===== src/rtl/regfile_write_arbiter_pkg.sv =====
// Shared constants and types for the register-file write arbiter.
//   REG_AW    : register address width (x0..x31)
//   DATA_W    : register data width
//   NUM_REGS  : number of architectural registers
//   req_e     : requester index encoding (ALU = 0, MEM = 1)
package regfile_write_arbiter_pkg;

    localparam int REG_AW   = 5;
    localparam int DATA_W   = 32;
    localparam int NUM_REGS = 1 << REG_AW;

    typedef logic [REG_AW-1:0] reg_addr_t;
    typedef logic [DATA_W-1:0] reg_data_t;

    typedef enum logic {
        REQ_ALU = 1'b0,
        REQ_MEM = 1'b1
    } req_e;

    // x0 is hardwired to zero: writes to it are dropped, it is never pending.
    function automatic logic is_x0(input reg_addr_t addr);
        return addr == '0;
    endfunction

endpackage


===== src/rtl/regfile_write_arbiter_if.sv =====
// Handshake/bus bundle between the writeback requesters, decode and the
// register-file write arbiter.
//   alu_valid/alu_rd/alu_wd/alu_ready : ALU writeback request channel
//   mem_valid/mem_rd/mem_wd/mem_ready : load/multi-cycle writeback channel
//   rsv_en/rsv_rd                     : reserve destination of an issued op
//   chk_rs1/chk_rs2/hazard            : decode-stage source check
//   rf_A3/rf_WD3/rf_WE3               : registered register-file write port
// master = requester/decode side, slave = arbiter.
interface regfile_write_arbiter_if;
    import regfile_write_arbiter_pkg::*;

    logic      alu_valid;
    reg_addr_t alu_rd;
    reg_data_t alu_wd;
    logic      alu_ready;

    logic      mem_valid;
    reg_addr_t mem_rd;
    reg_data_t mem_wd;
    logic      mem_ready;

    logic      rsv_en;
    reg_addr_t rsv_rd;

    reg_addr_t chk_rs1;
    reg_addr_t chk_rs2;
    logic      hazard;

    reg_addr_t rf_A3;
    reg_data_t rf_WD3;
    logic      rf_WE3;

    modport master (
        output alu_valid, alu_rd, alu_wd,
        input  alu_ready,
        output mem_valid, mem_rd, mem_wd,
        input  mem_ready,
        output rsv_en, rsv_rd, chk_rs1, chk_rs2,
        input  hazard, rf_A3, rf_WD3, rf_WE3
    );

    modport slave (
        input  alu_valid, alu_rd, alu_wd,
        output alu_ready,
        input  mem_valid, mem_rd, mem_wd,
        output mem_ready,
        input  rsv_en, rsv_rd, chk_rs1, chk_rs2,
        output hazard, rf_A3, rf_WD3, rf_WE3
    );

endinterface


===== src/rtl/regfile_scoreboard.sv =====
// Pending-write scoreboard: one bit per register x1..x31 (x0 never pending).
//   clk, rst          : clock, synchronous active-low reset
//   set_en, set_rd    : mark a register as awaiting writeback
//   clr_en, clr_rd    : writeback granted, register no longer pending
//   chk_rs1, chk_rs2  : decode source registers
//   hazard            : either source has a pending write (0 during reset)
module regfile_scoreboard
    import regfile_write_arbiter_pkg::*;
(
    input  logic      clk,
    input  logic      rst,
    input  logic      set_en,
    input  reg_addr_t set_rd,
    input  logic      clr_en,
    input  reg_addr_t clr_rd,
    input  reg_addr_t chk_rs1,
    input  reg_addr_t chk_rs2,
    output logic      hazard
);

    localparam logic [NUM_REGS-1:0] X0_MASK = NUM_REGS'(1);

    logic [NUM_REGS-1:0] pending;
    logic [NUM_REGS-1:0] set_mask;
    logic [NUM_REGS-1:0] clr_mask;

    always_comb begin
        set_mask = '0;
        clr_mask = '0;
        if (set_en) set_mask[set_rd] = 1'b1;
        if (clr_en) clr_mask[clr_rd] = 1'b1;
    end

    // Set is applied after clear so a re-reservation of the register being
    // written back keeps it pending. Bit 0 is forced low so x0 never stalls.
    always_ff @(posedge clk) begin
        if (!rst) begin
            pending <= '0;
        end else begin
            pending <= ((pending & ~clr_mask) | set_mask) & ~X0_MASK;
        end
    end

    // The clear lands on the edge that loads the write port, so in the
    // commit cycle the bit is already low (register file writes on negedge).
    assign hazard = rst & (pending[chk_rs1] | pending[chk_rs2]);

endmodule


===== src/rtl/regfile_write_arbiter.sv =====
// Two-requester register-file write arbiter with round-robin fairness,
// registered write port and pending-write scoreboard for decode stalls.
//   clk  : system clock, rising-edge state updates
//   rst  : synchronous active-low reset
//   bus  : regfile_write_arbiter_if.slave (request channels, reservation,
//          hazard check and registered rf_A3/rf_WD3/rf_WE3 write port)
module regfile_write_arbiter
    import regfile_write_arbiter_pkg::*;
(
    input  logic                    clk,
    input  logic                    rst,
    regfile_write_arbiter_if.slave  bus
);

    req_e      last_grant;
    logic      grant_alu;
    logic      grant_mem;
    logic      grant_any;
    reg_addr_t grant_rd;
    reg_data_t grant_wd;

    reg_addr_t a3_q;
    reg_data_t wd3_q;
    logic      we3_q;

    // A lone valid wins outright; on contention the side not granted most
    // recently wins. Nothing is granted while reset is held.
    always_comb begin
        grant_alu = 1'b0;
        grant_mem = 1'b0;
        if (rst) begin
            if (bus.alu_valid && bus.mem_valid) begin
                grant_mem = (last_grant == REQ_ALU);
                grant_alu = (last_grant == REQ_MEM);
            end else begin
                grant_alu = bus.alu_valid;
                grant_mem = bus.mem_valid;
            end
        end
        grant_any = grant_alu | grant_mem;
        grant_rd  = grant_mem ? bus.mem_rd : bus.alu_rd;
        grant_wd  = grant_mem ? bus.mem_wd : bus.alu_wd;
    end

    assign bus.alu_ready = grant_alu;
    assign bus.mem_ready = grant_mem;

    // last_grant resets to ALU so MEM wins the first contention.
    always_ff @(posedge clk) begin
        if (!rst) begin
            last_grant <= REQ_ALU;
            we3_q      <= 1'b0;
            a3_q       <= '0;
            wd3_q      <= '0;
        end else begin
            we3_q <= grant_any && !is_x0(grant_rd);
            if (grant_any) begin
                last_grant <= grant_mem ? REQ_MEM : REQ_ALU;
            end
            if (grant_any && !is_x0(grant_rd)) begin
                a3_q  <= grant_rd;
                wd3_q <= grant_wd;
            end
        end
    end

    assign bus.rf_A3  = a3_q;
    assign bus.rf_WD3 = wd3_q;
    assign bus.rf_WE3 = we3_q;

    regfile_scoreboard u_scoreboard (
        .clk     (clk),
        .rst     (rst),
        .set_en  (bus.rsv_en),
        .set_rd  (bus.rsv_rd),
        .clr_en  (grant_any),
        .clr_rd  (grant_rd),
        .chk_rs1 (bus.chk_rs1),
        .chk_rs2 (bus.chk_rs2),
        .hazard  (bus.hazard)
    );

endmodule


===== src/flat_wrapper.sv =====
// flat-port wrapper written by rule: the top's interface ports become plain ports
module regfile_write_arbiter_flat import regfile_write_arbiter_pkg::*;
  (clk, rst, bus_alu_valid, bus_alu_rd, bus_alu_wd, bus_alu_ready, bus_mem_valid, bus_mem_rd, bus_mem_wd, bus_mem_ready, bus_rsv_en, bus_rsv_rd, bus_chk_rs1, bus_chk_rs2, bus_hazard, bus_rf_A3, bus_rf_WD3, bus_rf_WE3);
  regfile_write_arbiter_if bus_i ();
  input  logic clk;
  input  logic rst;
  input wire logic [$bits(bus_i.alu_valid)-1:0] bus_alu_valid;
  input wire logic [$bits(bus_i.alu_rd)-1:0] bus_alu_rd;
  input wire logic [$bits(bus_i.alu_wd)-1:0] bus_alu_wd;
  output wire logic [$bits(bus_i.alu_ready)-1:0] bus_alu_ready;
  input wire logic [$bits(bus_i.mem_valid)-1:0] bus_mem_valid;
  input wire logic [$bits(bus_i.mem_rd)-1:0] bus_mem_rd;
  input wire logic [$bits(bus_i.mem_wd)-1:0] bus_mem_wd;
  output wire logic [$bits(bus_i.mem_ready)-1:0] bus_mem_ready;
  input wire logic [$bits(bus_i.rsv_en)-1:0] bus_rsv_en;
  input wire logic [$bits(bus_i.rsv_rd)-1:0] bus_rsv_rd;
  input wire logic [$bits(bus_i.chk_rs1)-1:0] bus_chk_rs1;
  input wire logic [$bits(bus_i.chk_rs2)-1:0] bus_chk_rs2;
  output wire logic [$bits(bus_i.hazard)-1:0] bus_hazard;
  output wire logic [$bits(bus_i.rf_A3)-1:0] bus_rf_A3;
  output wire logic [$bits(bus_i.rf_WD3)-1:0] bus_rf_WD3;
  output wire logic [$bits(bus_i.rf_WE3)-1:0] bus_rf_WE3;
  assign bus_i.alu_valid = bus_alu_valid;
  assign bus_i.alu_rd = bus_alu_rd;
  assign bus_i.alu_wd = bus_alu_wd;
  assign bus_alu_ready = bus_i.alu_ready;
  assign bus_i.mem_valid = bus_mem_valid;
  assign bus_i.mem_rd = bus_mem_rd;
  assign bus_i.mem_wd = bus_mem_wd;
  assign bus_mem_ready = bus_i.mem_ready;
  assign bus_i.rsv_en = bus_rsv_en;
  assign bus_i.rsv_rd = bus_rsv_rd;
  assign bus_i.chk_rs1 = bus_chk_rs1;
  assign bus_i.chk_rs2 = bus_chk_rs2;
  assign bus_hazard = bus_i.hazard;
  assign bus_rf_A3 = bus_i.rf_A3;
  assign bus_rf_WD3 = bus_i.rf_WD3;
  assign bus_rf_WE3 = bus_i.rf_WE3;
  regfile_write_arbiter u_core (.clk(clk), .rst(rst), .bus(bus_i));
endmodule

===== config.mk =====
export PLATFORM = sky130hd
export DESIGN_NAME = regfile_write_arbiter_flat
export DESIGN_NICKNAME = d
export VERILOG_FILES = /design/src/rtl/regfile_write_arbiter_pkg.sv /design/src/rtl/regfile_write_arbiter_if.sv /design/src/rtl/regfile_scoreboard.sv /design/src/rtl/regfile_write_arbiter.sv /design/src/flat_wrapper.sv
export SDC_FILE = /design/constraint.sdc
export NUM_CORES = 1
export LEC_CHECK = 0
export CAP_MARGIN = 20
export CORE_AREA = 5 5 88 90
export CTS_BUF_LIST = sky130_fd_sc_hd__clkbuf_4 sky130_fd_sc_hd__clkbuf_8
export DETAILED_ROUTE_END_ITERATION = 6
export DIE_AREA = 0 0 93 95
export DONT_BUFFER_PORTS = 1
export PLACE_DENSITY = 0.78
export SLEW_MARGIN = 20
export SYNTH_ARGS = -nofsm -noshare
export SYNTH_HDL_FRONTEND = slang
export SYNTH_SLANG_ARGS = --single-unit

===== constraint.sdc =====
create_clock -name clk -period 2.1 [get_ports clk]
set_input_delay 0.42 -clock clk [delete_from_list [all_inputs] [get_ports clk]]
set_output_delay 0.42 -clock clk [all_outputs]
set_load 0.05 [all_outputs]

# Word level (Yosys, flattened, before mapping)
# Index checks and enable logic that the tools add are counted.
dict set report totals {
  ramBits 0
  reg_bits 71
  latch_bits 0
  rom_bits 0
  n_memories 0
}
dict set report op_classes {
  order_cmp 6
  n_reduce_logical 6
  n_eq_ne 0
  shift 0
  bitwise 7
  div 0
  add_sub_neg 0
  multipliers 0
  muxes 17
}
# op n
set op_table {}
lappend op_table {{$mux 32} 3}
lappend op_table {{$and 32x32->32} 1}
lappend op_table {{$not 32->32} 1}
lappend op_table {{$or 32x32->32} 1}
lappend op_table {{$lt 5x6->1 const B} 4}
lappend op_table {{$bmux 1 s5} 2}
lappend op_table {{$demux 1 s5} 2}
lappend op_table {{$ge 5x1->1 const B} 2}
lappend op_table {{$mux 1} 9}
lappend op_table {{$logic_not 5->1} 1}
lappend op_table {{$mux 5} 1}
lappend op_table {{$logic_and 1x1->1} 4}
lappend op_table {{$or 1x1->1} 2}
lappend op_table {{$and 1x1->1} 1}
lappend op_table {{$logic_not 1->1} 1}
lappend op_table {{$not 1->1} 1}

# Longest topological paths before layout
dict set report depth {
  word_depth 12
  depth_mapped 8
  ltp_nobuf 5
}

# Modules after synthesis
# From an unflattened synthesis, not the netlist that was laid out.
dict set report unflattened {
  cells_unflattened 443
  area_unflattened_um2 4002.6
}
# module cells_each n_inst seq_area_each_um2 area_per_inst_um2
set by_module_without_submodules {}
lappend by_module_without_submodules {regfile_write_arbiter 235 1 780.7 2103.3}
lappend by_module_without_submodules {regfile_scoreboard 208 1 620.6 1899.3}

# Worst setup path before layout
# No wires, ideal clock.
dict set report synth_timing {
  path_kind {input to output}
  startpoint {in bus_chk_rs2[0]}
  endpoint {out bus_hazard}
  setup_slack_ps -340
  path_buffers 1
  arrival_time_ps 2020
  stages 6
  cell_sequence {buf_6 mux4_2 nor3_1 or4_1 o211ai_1 o31a_1}
}
dict set report synth_between {
  elab_chain_len 4
}
# element line
set synth_rtl {}
lappend synth_rtl {{from (decl)} flat_wrapper.sv:18} ;# input wire logic [$bits(bus_i.chk_rs2)-1:0] bus_chk_rs2;
lappend synth_rtl {{$bmux 1 s5} regfile_scoreboard.sv:46} ;# assign hazard = rst & (pending[chk_rs1] | pending[chk_rs2]);
lappend synth_rtl {{$mux 1 (not written as such)} regfile_scoreboard.sv:46}
lappend synth_rtl {{$or 1x1->1} regfile_scoreboard.sv:46}
lappend synth_rtl {{$and 1x1->1} regfile_scoreboard.sv:46}
lappend synth_rtl {{to (decl)} flat_wrapper.sv:19} ;# output wire logic [$bits(bus_i.hazard)-1:0] bus_hazard;
# Every way passes these cells. The select of a mux whose other input is x is not followed.

# Worst setup path after layout
dict set report layout_timing {
  startpoint {reg u_core.u_scoreboard.pending[4]}
  endpoint {out bus_hazard}
}
dict set report layout_between {
  elab_chain_len 4
  elab_cells_between_ends 6
  classes_between {4 x mux; 2 x bitwise}
}
# element line
set layout_rtl {}
lappend layout_rtl {{from (decl)} regfile_scoreboard.sv:23} ;# logic [NUM_REGS-1:0] pending;
lappend layout_rtl {{from (signal assigned)} regfile_scoreboard.sv:40} ;# pending <= ((pending & ~clr_mask) | set_mask) & ~X0_MASK;
lappend layout_rtl {{$bmux 1 s5} regfile_scoreboard.sv:46}
lappend layout_rtl {{$mux 1 (not written as such)} regfile_scoreboard.sv:46}
lappend layout_rtl {{$or 1x1->1 *} regfile_scoreboard.sv:46}
lappend layout_rtl {{$and 1x1->1 *} regfile_scoreboard.sv:46}
# Mark *: on every way between the ends. The rest lies on a longest branch, timed or not. The select of a mux whose other input is x is not followed.

==> results.cfg <==
[placed_design]
dp_worst_setup_slack_ps = -99.6
postPlaceCellArea_sq_um = 4080
dp_cells = 513
dp_hpwl_um = 8060
port_buffers = 0
routabilityCongestion = 0.873

[final_layout]
fin_util_pct = 62.4
final_cell_count_no_fill = 532
design_area_sq_um = 4360
nets = 539
drive_gt1_share_pct = 23.8
diodes = 0
synthToLayoutAreaGrowth_pct = 8.24

[power]
p_leak_nw = 1.48
power_mw = 3.23
p_per_area_nw_per_um2 = 741
ir_drop_v = 0.000468

[routing]
vias_per_cell = 6.79
via_count = 3612
drt-total-wl_um = 11400
firstDrtPassIters = 5
drt_iter0_drc = 251
wl_per_cell_um = 21.4
ant_nets = 0
drc = 0

[clocking]
cts_max_level = 3
cts_tree = built
root_buffer = clkbuf_8
cts.sink_count = 70
clk_latency_ps = 340
cts_buffers = 9
clk_pin_slew_ps = 70
cts_buffer_depth = 2

[global_route]
grtUsageTotal_pct = 25.7
grt_pass1_vias = 3626
gr-total-overflow = 0
grt_antenna_before_repair = 0
grt_first_pass_wirelength_um = 18000
grt_max_degree = 68

[setup_path]
crit_type = reg -> out
cp-end-kind = output pin
cp_max_fo = 3
cp.required_ps = 1680
critPathLaunchType = flop
cp.arrival_ps = 1990

[job]
cap_violations = 0

[die]
die_w_um = 93
initial_core_util_pct = 57.6
core_area_sq_um = 6980
die_area_sq_um = 8840
io_pins = 135
rows = 31
die_y_um = 95

[synthesis]
ys_seq_area_share_pct = 34.8
synthFlopType = dfxtp_1
synth_edf_count = 0
netlist_area_sq_um = 4020
synthCells = 451
synth.top_cells.by_area = dfxtp_1, a311oi_2, nand2_1
synth.most_common_cell = nand2_1
avgSynthCellArea_sq_um = 8.92
synth.distinct_cells = 48
synth-warning-count = 0
synth_top_area_share_pct = 34.8
synthTopCellsByCount = nand2_1, dfxtp_1, a21oi_1
postSynthNetCount = 545
yosysTopAreaCell = dfxtp_1
synth_seq_cells = 70
synth-async-reset-ratio_pct = 0

[hold_path]
hold_path.class = in -> reg

[timing]
fmax_mhz = 415
finalHoldViolCount = 0
fin_setup_tns_ps = -312
setup_violations = 1
tightest_slew_ps = 888
finalCriticalPeriod_ps = 2410
grt_setup_unrepaired = true
fin_skew_ps = 6.02
fin_ws_ps = -312
relSlewSlack_pct = 40.8
period_share_pct = 115
holdWs_ps = 200
maxSlewViolCount = 0

[outcome]
outcome = finished, violations left
violations = negative setup slack
## layout make-up
cell class / instances / area [sq um]
tap: 82 / 103
clock buffer: 11 / 151
multi-input combinational: 339 / 2440
fill: 599 / 2630
timing repair buffer: 20 / 175
inverter: 5 / 18.8
sequential: 70 / 1410
clock inverter: 5 / 57.6
## sequential cells by signal, indices dropped and copies added, names as in the netlist
name and count:
u_core.bus.rf_WD3 32, u_core.u_scoreboard.pending 31, u_core.bus.rf_A3 5, u_core.bus.rf_WE3 1
u_core.last_grant 1
## layer usage
layer	global-route usage (%)	vias up	part of all wire [%]
met5	0	-	0
met4	8.91	0	1.6
met3	8.29	21	10
met2	41.3	185	49
met1	32.8	1715	39
li1	-	1691	-
## cells by family (layout without fill, tap and decap cells)
logic type             after synthesis  after routing  share of synthesized area, %
and+or+nand+nor                    152            153                          17.7
buffers and inverters               43             41                          5.78
DFF                                 70             70                          34.8
AOI/OAI and AO/OA                  163            163                          32.2
muxes                               23             23                          9.55
## power breakdown
part	internal, mW	total (mW)	switching (mW)
Combinational	0.176	0.447	0.271
Sequential	1.40	1.65	0.257
Clock	0.611	1.13	0.515
Total	2.18	3.23	1.04
## path summary, 6_finish.rpt
path                                                 startpoint                               to  slack [ps]  cells past startpoint
worst max-delay path             u_core.u_scoreboard.pending[4]                       bus_hazard        -310                      5
worst min register to register  u_core.u_scoreboard.pending[20]  u_core.u_scoreboard.pending[20]         490                      2
worst max register to register                u_core.last_grant  u_core.u_scoreboard.pending[31]         110                      5
worst min-delay path                                        rst              u_core.bus.rf_A3[1]         200                      1
## placed cells by master (no fill, tap or decap), drive strengths merged, types with 2 or more instances in the layout
cell and n:
a2111oi 3, a211oi 2, a21boi 2, a21oi 69, a311oi 33, a31oi 5, and2 4, and3 3
and3b 5, buf 20, clkbuf 11, clkinvlp 3, dfxtp 70, inv 5, mux2 3, mux2i 8
mux4 12, nand2 108, nand2b 2, nand3 3, nand3b 2, nand4 3, nor2 5, nor3 5
nor3b 7, nor4 2, nor4b 2, o2111ai 2, o211ai 2, o21a 3, o21ai 8, o31ai 28
## critical path, stage by stage, from the launching register on
cell and delay (ps):
dfxtp_2 360, mux4_2 250, nor3b_2 40, or4_1 470, o211ai_1 190, o31a_2 340
## what timing repair did
item	CTS	global route
gates resized for setup	12	5
hold buffers	0	0
buffers inserted	2	0
cloned	0	1
setup endpoints to repair	1	40
pin swaps	3	6
No activity file was read; power rests on OpenSTA's default activity.
